**src/rtl/toy_trap_ctrl.sv**
```systemverilog
// Trap/xRET/WFI sequencer: CSR update or return strobe, then a front-end redirect.
// Optional vectored interrupt targets: define TOY_TRAP_VECTORED_EN.
module toy_trap_ctrl #(
  parameter int unsigned ADDR_W         = 32,
  parameter int unsigned INST_W         = 32,
  parameter logic [31:0] DEBUG_ENTRY_PC = 32'h0000_0800,
  parameter logic [31:0] DEBUG_HALT_REQ = 32'h0000_0018
) (
  input  logic              clk,
  input  logic              rst_n,
  input  logic              spu_jump_vld,
  input  logic [1:0]        spu_jump_op,
  input  logic [31:0]       spu_trap_cause,
  input  logic [ADDR_W-1:0] spu_trap_pc,
  input  logic [INST_W-1:0] spu_trap_inst,
  input  logic              spu_wfi_vld,
  input  logic [31:0]       csr_mtvec,
  input  logic [ADDR_W-1:0] csr_mepc,
  input  logic [ADDR_W-1:0] csr_sepc,
  input  logic [ADDR_W-1:0] csr_dpc,
  input  logic              irq_pending,
  output logic              trap_csr_wr_vld,
  output logic [1:0]        trap_csr_op,
  output logic [ADDR_W-1:0] trap_epc,
  output logic [31:0]       trap_cause,
  output logic [31:0]       trap_tval,
  output logic              ret_vld,
  output logic [1:0]        ret_op,
  output logic              redirect_vld,
  input  logic              redirect_rdy,
  output logic [ADDR_W-1:0] redirect_pc,
  output logic              flush,
  output logic              wfi_halt,
  output logic              busy
);

  localparam logic [2:0] StIdle   = 3'd0;
  localparam logic [2:0] StTrapWr = 3'd1;
  localparam logic [2:0] StRet    = 3'd2;
  localparam logic [2:0] StRedir  = 3'd3;
  localparam logic [2:0] StWfi    = 3'd4;

  localparam logic [31:0] McauseIllegalInstr = 32'd2;
  localparam logic [31:0] McauseBreak        = 32'd3;

  logic [2:0]        state_q, state_d;
  logic [ADDR_W-1:0] pc_q;
  logic [31:0]       cause_q;
  logic [INST_W-1:0] inst_q;
  logic [1:0]        op_q;
  logic              debug_q;
  logic [ADDR_W-1:0] redir_pc_q, redir_pc_d;
  logic [ADDR_W-1:0] trap_target;
  logic              unused_bits;

  assign unused_bits = ^csr_mtvec;

  always_comb begin
    trap_target = {csr_mtvec[ADDR_W-1:2], 2'b00};
`ifdef TOY_TRAP_VECTORED_EN
    if (csr_mtvec[1:0] == 2'b01 && cause_q[31]) begin
      trap_target = trap_target + ADDR_W'({cause_q[5:0], 2'b00});
    end
`endif
    if (debug_q) begin
      trap_target = ADDR_W'(DEBUG_ENTRY_PC);
    end
  end

  always_comb begin
    state_d    = state_q;
    redir_pc_d = redir_pc_q;
    case (state_q)
      StIdle: begin
        // A jump in the same cycle as WFI wins; the WFI is dropped.
        if (spu_jump_vld) begin
          state_d = (spu_jump_op == 2'b11) ? StTrapWr : StRet;
        end else if (spu_wfi_vld) begin
          state_d = StWfi;
        end
      end
      StTrapWr: begin
        redir_pc_d = trap_target;
        state_d    = StRedir;
      end
      StRet: begin
        // Return CSRs are sampled now, before the CSR unit acts on ret_vld.
        case (op_q)
          2'b00:   redir_pc_d = csr_sepc;
          2'b10:   redir_pc_d = csr_dpc;
          default: redir_pc_d = csr_mepc;
        endcase
        state_d = StRedir;
      end
      StRedir: if (redirect_rdy) state_d = StIdle;
      StWfi:   if (irq_pending) state_d = StIdle;
      default: state_d = StIdle;
    endcase
  end

  always_ff @(posedge clk) begin
    if (!rst_n) begin
      state_q    <= StIdle;
      pc_q       <= '0;
      cause_q    <= '0;
      inst_q     <= '0;
      op_q       <= '0;
      debug_q    <= 1'b0;
      redir_pc_q <= '0;
    end else begin
      state_q    <= state_d;
      redir_pc_q <= redir_pc_d;
      if (state_q == StIdle && spu_jump_vld) begin
        op_q <= spu_jump_op;
        if (spu_jump_op == 2'b11) begin
          pc_q    <= spu_trap_pc;
          cause_q <= spu_trap_cause;
          inst_q  <= spu_trap_inst;
          debug_q <= (spu_trap_cause == DEBUG_HALT_REQ);
        end
      end
    end
  end

  always_comb begin
    trap_csr_wr_vld = (state_q == StTrapWr);
    trap_csr_op     = 2'b00;
    trap_epc        = '0;
    trap_cause      = '0;
    trap_tval       = '0;
    if (trap_csr_wr_vld) begin
      trap_csr_op = debug_q ? 2'b10 : 2'b01;
      trap_epc    = pc_q;
      trap_cause  = cause_q;
      if (cause_q == McauseIllegalInstr) begin
        trap_tval = 32'(inst_q);
      end else if (cause_q == McauseBreak) begin
        trap_tval = 32'(pc_q);
      end
    end
  end

  assign ret_vld      = (state_q == StRet);
  assign ret_op       = ret_vld ? op_q : 2'b00;
  assign redirect_vld = (state_q == StRedir);
  assign flush        = redirect_vld;
  assign redirect_pc  = redir_pc_q;
  assign wfi_halt     = (state_q == StWfi);
  assign busy         = (state_q != StIdle);

endmodule

```
**config.mk**
```make
export PLATFORM = sky130hd
export DESIGN_NAME = toy_trap_ctrl
export DESIGN_NICKNAME = d
export VERILOG_FILES = /design/src/rtl/toy_trap_ctrl.sv
export SDC_FILE = /design/constraint.sdc
export NUM_CORES = 1
export LEC_CHECK = 0
export CORE_AREA = 2 2 146 148
export DETAILED_ROUTE_END_ITERATION = 16
export DIE_AREA = 0 0 148 150
export PLACE_DENSITY_LB_ADDON = 0.3
export SLEW_MARGIN = 10
export SYNTH_ARGS = -nofsm -noshare
export SYNTH_HDL_FRONTEND = slang
export SYNTH_SLANG_ARGS = --single-unit
```
**constraint.sdc**
```tcl
create_clock -name clk -period 2.6 [get_ports clk]
set_input_delay 0.52 -clock clk [delete_from_list [all_inputs] [get_ports clk]]
set_output_delay 0.52 -clock clk [all_outputs]
set_load 0.02 [all_outputs]
```
### Word level (Yosys, flattened, before mapping)

Cells that the tools add are included.

| operators by class | value |
|---|---|
| reductions and logical operators | 8 |
| mux-type cells | 17 |
| eq/ne operators | 12 |

Operators by type and width:

| operator | number |
|---|---|
| $mux 32 | 6 |
| $pmux 32 s2 | 2 |
| $eq 32x2->1 const B | 2 |
| $eq 32x5->1 const B | 1 |
| $mux 3 | 4 |
| $pmux 3 s4 | 1 |
| $mux 2 | 4 |
| $eq 3x2->1 const B | 2 |
| $eq 2x2->1 const B | 2 |
| $ne 2x2->1 const B | 2 |
| $eq 3x1->1 const B | 1 |
| $eq 3x3->1 const B | 1 |
| $logic_not 3->1 | 1 |
| $ne 3x3->1 const B | 1 |
| $reduce_and 3->1 | 1 |
| $reduce_bool 3->1 | 1 |
| $logic_not 2->1 | 1 |
| $reduce_and 2->1 | 1 |
| $reduce_bool 2->1 | 1 |
| $reduce_or 2->1 | 1 |
| $logic_and 1x1->1 | 1 |

| word-level totals | value |
|---|---|
| output and inout port bits | 138 |
| word-level logic and storage cells | 44 |
| register bits | 134 |

### Longest topological paths before layout

| logic depth | value |
|---|---|
| depth in word-level cells | 4 |
| depth in mapped cells | 6 |
| gate-level depth less buffers | 4 |

### Worst setup path before layout

OpenSTA, ideal clock, no wires.

| path | value |
|---|---|
| kind | reg-to-output |
| start point | register cause_q[25] |
| end point | output port trap_tval[1] |
| cell stages (with the launch flop) | 5 |
| buffers on the path | 1 |
| slack | 0.285 ns |
| data required time | 2.080 ns |
| data arrival time | 1.795 ns |
| path through | dfxtp_1 > nor4_1 > nand4_1 > buf_1 > nor4_1 |

| between the ends | value |
|---|---|
| word-level cells in the longest chain between the ends | 4 |

Ends and longest elaborated chain:

| item | RTL line | source |
|---|---|---|
| start, declared | 48 | `logic [31:0] cause_q;` |
| start signal, assigned | 117 | `cause_q <= spu_trap_cause;` |
| $eq 32x2->1 | 137 | `end else if (cause_q == McauseBreak) begin` |
| $mux 32 | 137 |  |
| $mux 32 (*) | 135 | `if (cause_q == McauseIllegalInstr) begin` |
| $mux 32 (*) | 131 | `if (trap_csr_wr_vld) begin` |
| end, declared | 26 | `output logic [31:0] trap_tval,` |

Mark *: on every way between the ends. The rest lies on a longest branch, timed or not.

### Worst setup path after layout

| path | value |
|---|---|
| start point | register cause_q[15] |
| end point | output port trap_tval[11] |

The elaborated chain is that of the path after synthesis.

==> tab_implementation.tex <==
\begin{tabular}{lr}
\hline
Metric & Value \\
\hline
\multicolumn{2}{l}{\textbf{Run status}} \\
\quad Result of the run & finished, violations left \\
\quad Failing checks & setup timing \\
\multicolumn{2}{l}{\textbf{Cells and area}} \\
\quad Fraction of layout cells with a size suffix above 1 & 16.5\% \\
\quad Post-synthesis to final-layout area growth & 66.9\% \\
\quad Final net count & 1436 \\
\quad Sequential cell area & 0.00270 mm\^{}2 \\
\quad Number of filler cells placed in the layout & 1768 \\
\quad Area used by multi-input combinational logic & 0.00479 mm\^{}2 \\
\quad ANT cells & 0 \\
\multicolumn{2}{l}{\textbf{Global routing}} \\
\quad Maximum number of pins on one net before global-route repair & 135 \\
\quad Overall fraction of global-route tracks in use & 24.4\% \\
\quad Vias in the first global route & 7644 \\
\quad First-pass GRT wire length & 42.6 mm \\
\quad Initial antenna violation count & 0 \\
\quad Total congestion overflow after global routing & 0 \\
\multicolumn{2}{l}{\textbf{Floorplanning}} \\
\quad Count of standard-cell rows & 53 \\
\quad Die width & 148 um \\
\quad Full die area & 0.0222 mm\^{}2 \\
\quad Top-Level Pins & 370 \\
\quad Starting utilization of the core area & 36.9\% \\
\quad Vertical die dimension & 150 um \\
\quad Placeable core area & 0.0207 mm\^{}2 \\
\multicolumn{2}{l}{\textbf{Clock network}} \\
\quad Number of H-tree levels & 4 \\
\quad Clock buffers created by TritonCTS & 17 \\
\quad Post-CTS Hold Fix Bufs & 0 \\
\quad Clock insertion delay at the later pin of the skew report & 0.41 ns \\
\quad Number of buffers between clock root and the deepest sink & 2 \\
\quad Clock tree from TritonCTS & done \\
\quad Clock-pin slew of the registers on the worst-case setup and hold paths & 0.06 ns \\
\quad Clock sink count & 134 \\
\quad Root Driver & sky130\_fd\_sc\_hd\_\_clkbuf\_16 \\
\multicolumn{2}{l}{\textbf{Worst hold path}} \\
\quad Class of the worst hold path & register to register \\
\quad Number of cells on the worst hold path & 2 \\
\multicolumn{2}{l}{\textbf{Timing}} \\
\quad Final hold viol count & 0 \\
\quad Final Cycle Share & 101\% \\
\quad Final Critical Period & 2.63 ns \\
\quad Clock Skews & 0.00975 ns \\
\quad Upper clock frequency limit & 381 MHz \\
\quad RSZ-0062 raised after global routing & true \\
\quad Count of pins over their slew limit & 0 \\
\quad Setup violation total in the final timing report & 2 \\
\quad Worst hold slack & 0.479 ns \\
\quad Transition time of the tightest slew-check pin & 0.652 ns \\
\quad Rel. slew slack & 56.0\% \\
\quad Final worst setup slack & -0.0263 ns \\
\multicolumn{2}{l}{\textbf{Job}} \\
\quad Max-cap violation count & 0 \\
\multicolumn{2}{l}{\textbf{Place}} \\
\quad RePlAce Congestion & 0.834 \\
\quad Port-buffer cells & 367 \\
\quad Placement-stage worst setup slack & -0.118 ns \\
\quad Detailed-placement wirelength estimate & 19.8 mm \\
\multicolumn{2}{l}{\textbf{Power and ir drop}} \\
\quad Max IR drop VDD & 0.000453 V \\
\quad Cell area power density & 697 mW/mm\^{}2 \\
\quad Leakage power summed over all cells & 4.59 nW \\
\multicolumn{2}{l}{\textbf{Worst setup path}} \\
\quad Critical path capture point type & primary output \\
\quad Cell-by-cell listing of the critical path & nor4\_4 -> nand4\_1 -> buf\_6 -> buf\_12 -> clkbuf\_16 -> nor4\_2 -> buf\_2 \\
\quad Beginning of the critical path & cause\_q[15]\$\_SDFFE\_PN0P\_ \\
\quad Data required time of the worst path & 2.08 ns \\
\quad R2R Path Start & state\_q[2]\$\_SDFFE\_PN0P\_ \\
\quad Depth of the critical timing path with buffers and inverters included & 7 \\
\quad Critical Path End & trap\_tval[11] \\
\quad Reg-to-reg endpoint & pc\_q[21]\$\_SDFFE\_PN0P\_ \\
\quad Length in cells of the worst reg-to-reg path & 5 \\
\quad Worst setup SP type & register \\
\quad Worst stage delay on the critical path & 0.34 ns \\
\quad WP data arrival & 2.11 ns \\
\quad Critical path peak fanout & 7 \\
\quad Critical path's slowest cell & sky130\_fd\_sc\_hd\_\_dfxtp\_2 \\
\quad Critical path class & register to primary output \\
\quad Buffers plus inverters on the worst setup path & 4 \\
\quad R2R setup slack & 0.67 ns \\
\quad CP delay by family, top & buffers and inverters \\
\multicolumn{2}{l}{\textbf{Synth}} \\
\quad Netlist area before placement & 0.00763 mm\^{}2 \\
\quad Sequential area share after synthesis & 35.2\% \\
\quad Number of distinct library cells after synthesis & 41 \\
\quad Mean instance size in the synthesized netlist & 8.76 um\^{}2 \\
\quad Most common library cells after synthesis & sky130\_fd\_sc\_hd\_\_dfxtp\_1 (134), sky130\_fd\_sc\_hd\_\_a21boi\_0 (103), sky130\_fd\_sc\_hd\_\_nand3\_1 (99), sky130\_fd\_sc\_hd\_\_o21ai\_0 (96), sky130\_fd\_sc\_hd\_\_and2\_1 (67) \\
\quad Number of nets in the synthesized netlist & 1103 \\
\quad Yosys top cell area share & 35.2\% \\
\quad Library cell with the largest summed area after synthesis & sky130\_fd\_sc\_hd\_\_dfxtp\_1 \\
\quad Seq cells post-synth & 134 \\
\quad Number of enable flip-flop cells after synthesis & 0 \\
\quad Asr flop ratio synth & 0\% \\
\quad Top FF cell, synth & sky130\_fd\_sc\_hd\_\_dfxtp\_1 \\
\quad Syn Inst Count & 871 \\
\quad Top cells by area, synth & sky130\_fd\_sc\_hd\_\_dfxtp\_1 (35\%), sky130\_fd\_sc\_hd\_\_a21boi\_0 (10\%), sky130\_fd\_sc\_hd\_\_nand3\_1 (6.5\%), sky130\_fd\_sc\_hd\_\_o21ai\_0 (6.3\%), sky130\_fd\_sc\_hd\_\_and2\_1 (5.5\%) \\
\quad Most frequent cell after synthesis & sky130\_fd\_sc\_hd\_\_dfxtp\_1 \\
\quad Yosys synthesis warning count & 0 \\
\multicolumn{2}{l}{\textbf{Drt}} \\
\quad Total wirelength of the detailed-routed design & 28.6 mm \\
\quad DR DRC count & 0 \\
\quad Vias per cell & 5.40 \\
\quad Initial DRT Pass Iterations & 5 \\
\quad First-iteration detailed-routing DRC count & 446 \\
\quad DR vias & 8060 \\
\quad Routed WL per cell & 19.2 um \\
\quad Antenna-violating nets left & 0 \\
\hline
\end{tabular}
==> layout make-up <==
class                      count  area share, %
tap                          275           2.70
clock buffer                  18           3.37
inverter                       4          0.197
multi-input combinational    629           37.6
timing repair buffer         418           33.0
clock inverter                14           1.95
sequential                   134           21.2
==> report_power, final <==
part	internal [mW]	total [mW]	switching, mW	leakage (nW)
Sequential	2.31	2.45	0.142	1.09
Clock	1.81	2.78	0.968	0.321
Combinational	1.64	3.65	2.01	3.17
==> worst reg2reg max path: cells and delay by family (launching register included) <==
family	cells	cell delay, ns
buf+inv	2	0.39
flops	1	0.31
compound gates	2	0.35
simple gates	1	0.76
==> cell families (layout without fill, tap and decap cells) <==
group,count (synthesis),count (layout),synth area share (%)
compound gates,293,293,26.2
simple gates,271,271,23.0
flops,134,134,35.2
buf+inv,108,454,6.50
mux,65,65,9.06
==> layer usage <==
layer | vias up | part of all wire [%] | track usage, %
met2 | 312 | 51 | 42.5
met1 | 3818 | 40 | 29.1
li1 | 3878 | - | -
met4 | 0 | 2.9 | 9.52
met3 | 52 | 6.1 | 5.61
met5 | - | 0 | 0
==> sequential cells by signal, summed over array words and instances, names as in the netlist <==
name	cells
debug_q	1
pc_q	32
redirect_pc	32
cause_q	32
state_q	3
op_q	2
inst_q	32
==> how the worst min path moves through the flow <==
stage	start	end
detailed placement	redirect_pc[0]$_SDFFE_PN0N_	redirect_pc[0]$_SDFFE_PN0N_
CTS	inst_q[5]$_SDFFE_PN0P_	inst_q[5]$_SDFFE_PN0P_
global placement	redirect_pc[0]$_SDFFE_PN0N_	redirect_pc[0]$_SDFFE_PN0N_
global route	inst_q[0]$_SDFFE_PN0P_	inst_q[0]$_SDFFE_PN0P_
finish	inst_q[5]$_SDFFE_PN0P_	inst_q[5]$_SDFFE_PN0P_
floorplan	inst_q[31]$_SDFFE_PN0P_	inst_q[31]$_SDFFE_PN0P_
==> repair_timing <==
item / in CTS / in global routing
endpoints found under the setup margin: 101 / 33
resized for setup: 257 / 62
cloned: 1 / 4
pin swaps: 5 / 33
buffers inserted: 1 / 8
==> stage by stage <==
stage	util (%)	instance area, um^2	instances	total power [mW]	setup TNS [ns]
after floorplan	-	7630	871	4.16	0
after global placement	56.5	11700	1447	5.64	-2.64
after detailed placement	56.5	11700	1447	5.66	-2.10
after CTS	59.3	12300	1481	8.58	-0.000823
after global routing	61.5	12700	1492	9.29	-0.915
final	61.5	12700	1492	8.87	-0.0372
==> placed cells by master, fill, tap and decap left out, types with 3 or more instances in the layout <==
cell type                         synthesis  routed
sky130_fd_sc_hd__nor4_2                  29       4
sky130_fd_sc_hd__dfxtp_1                134     125
sky130_fd_sc_hd__clkinv_4                 1       5
sky130_fd_sc_hd__a32oi_1                 29      29
sky130_fd_sc_hd__buf_12                   0      17
sky130_fd_sc_hd__nor4_1                  14       8
sky130_fd_sc_hd__buf_4                    4      55
sky130_fd_sc_hd__clkdlybuf4s50_1          0     265
sky130_fd_sc_hd__nor4b_1                  5       3
sky130_fd_sc_hd__nand4_1                  4       4
sky130_fd_sc_hd__bufinv_16                0       6
sky130_fd_sc_hd__o211ai_1                32      32
sky130_fd_sc_hd__a21boi_0               103     103
sky130_fd_sc_hd__a21boi_1                26      26
sky130_fd_sc_hd__mux2_2                  32      32
sky130_fd_sc_hd__dlygate4sd2_1            0      68
sky130_fd_sc_hd__o21ai_0                 96      96
sky130_fd_sc_hd__nor4_4                   0      31
sky130_fd_sc_hd__nand2_1                  6       5
sky130_fd_sc_hd__mux2i_1                 33      33
sky130_fd_sc_hd__nand3_1                 99      99
sky130_fd_sc_hd__clkbuf_16                0      21
sky130_fd_sc_hd__and2_1                  67      66
sky130_fd_sc_hd__buf_2                   22       3
sky130_fd_sc_hd__nor2_1                   5       5
sky130_fd_sc_hd__buf_6                    5       3
sky130_fd_sc_hd__nand2b_1                31      31
sky130_fd_sc_hd__dfxtp_2                  0       8
sky130_fd_sc_hd__inv_6                    0       3
Note: power is estimated with default switching activity, not from simulation.
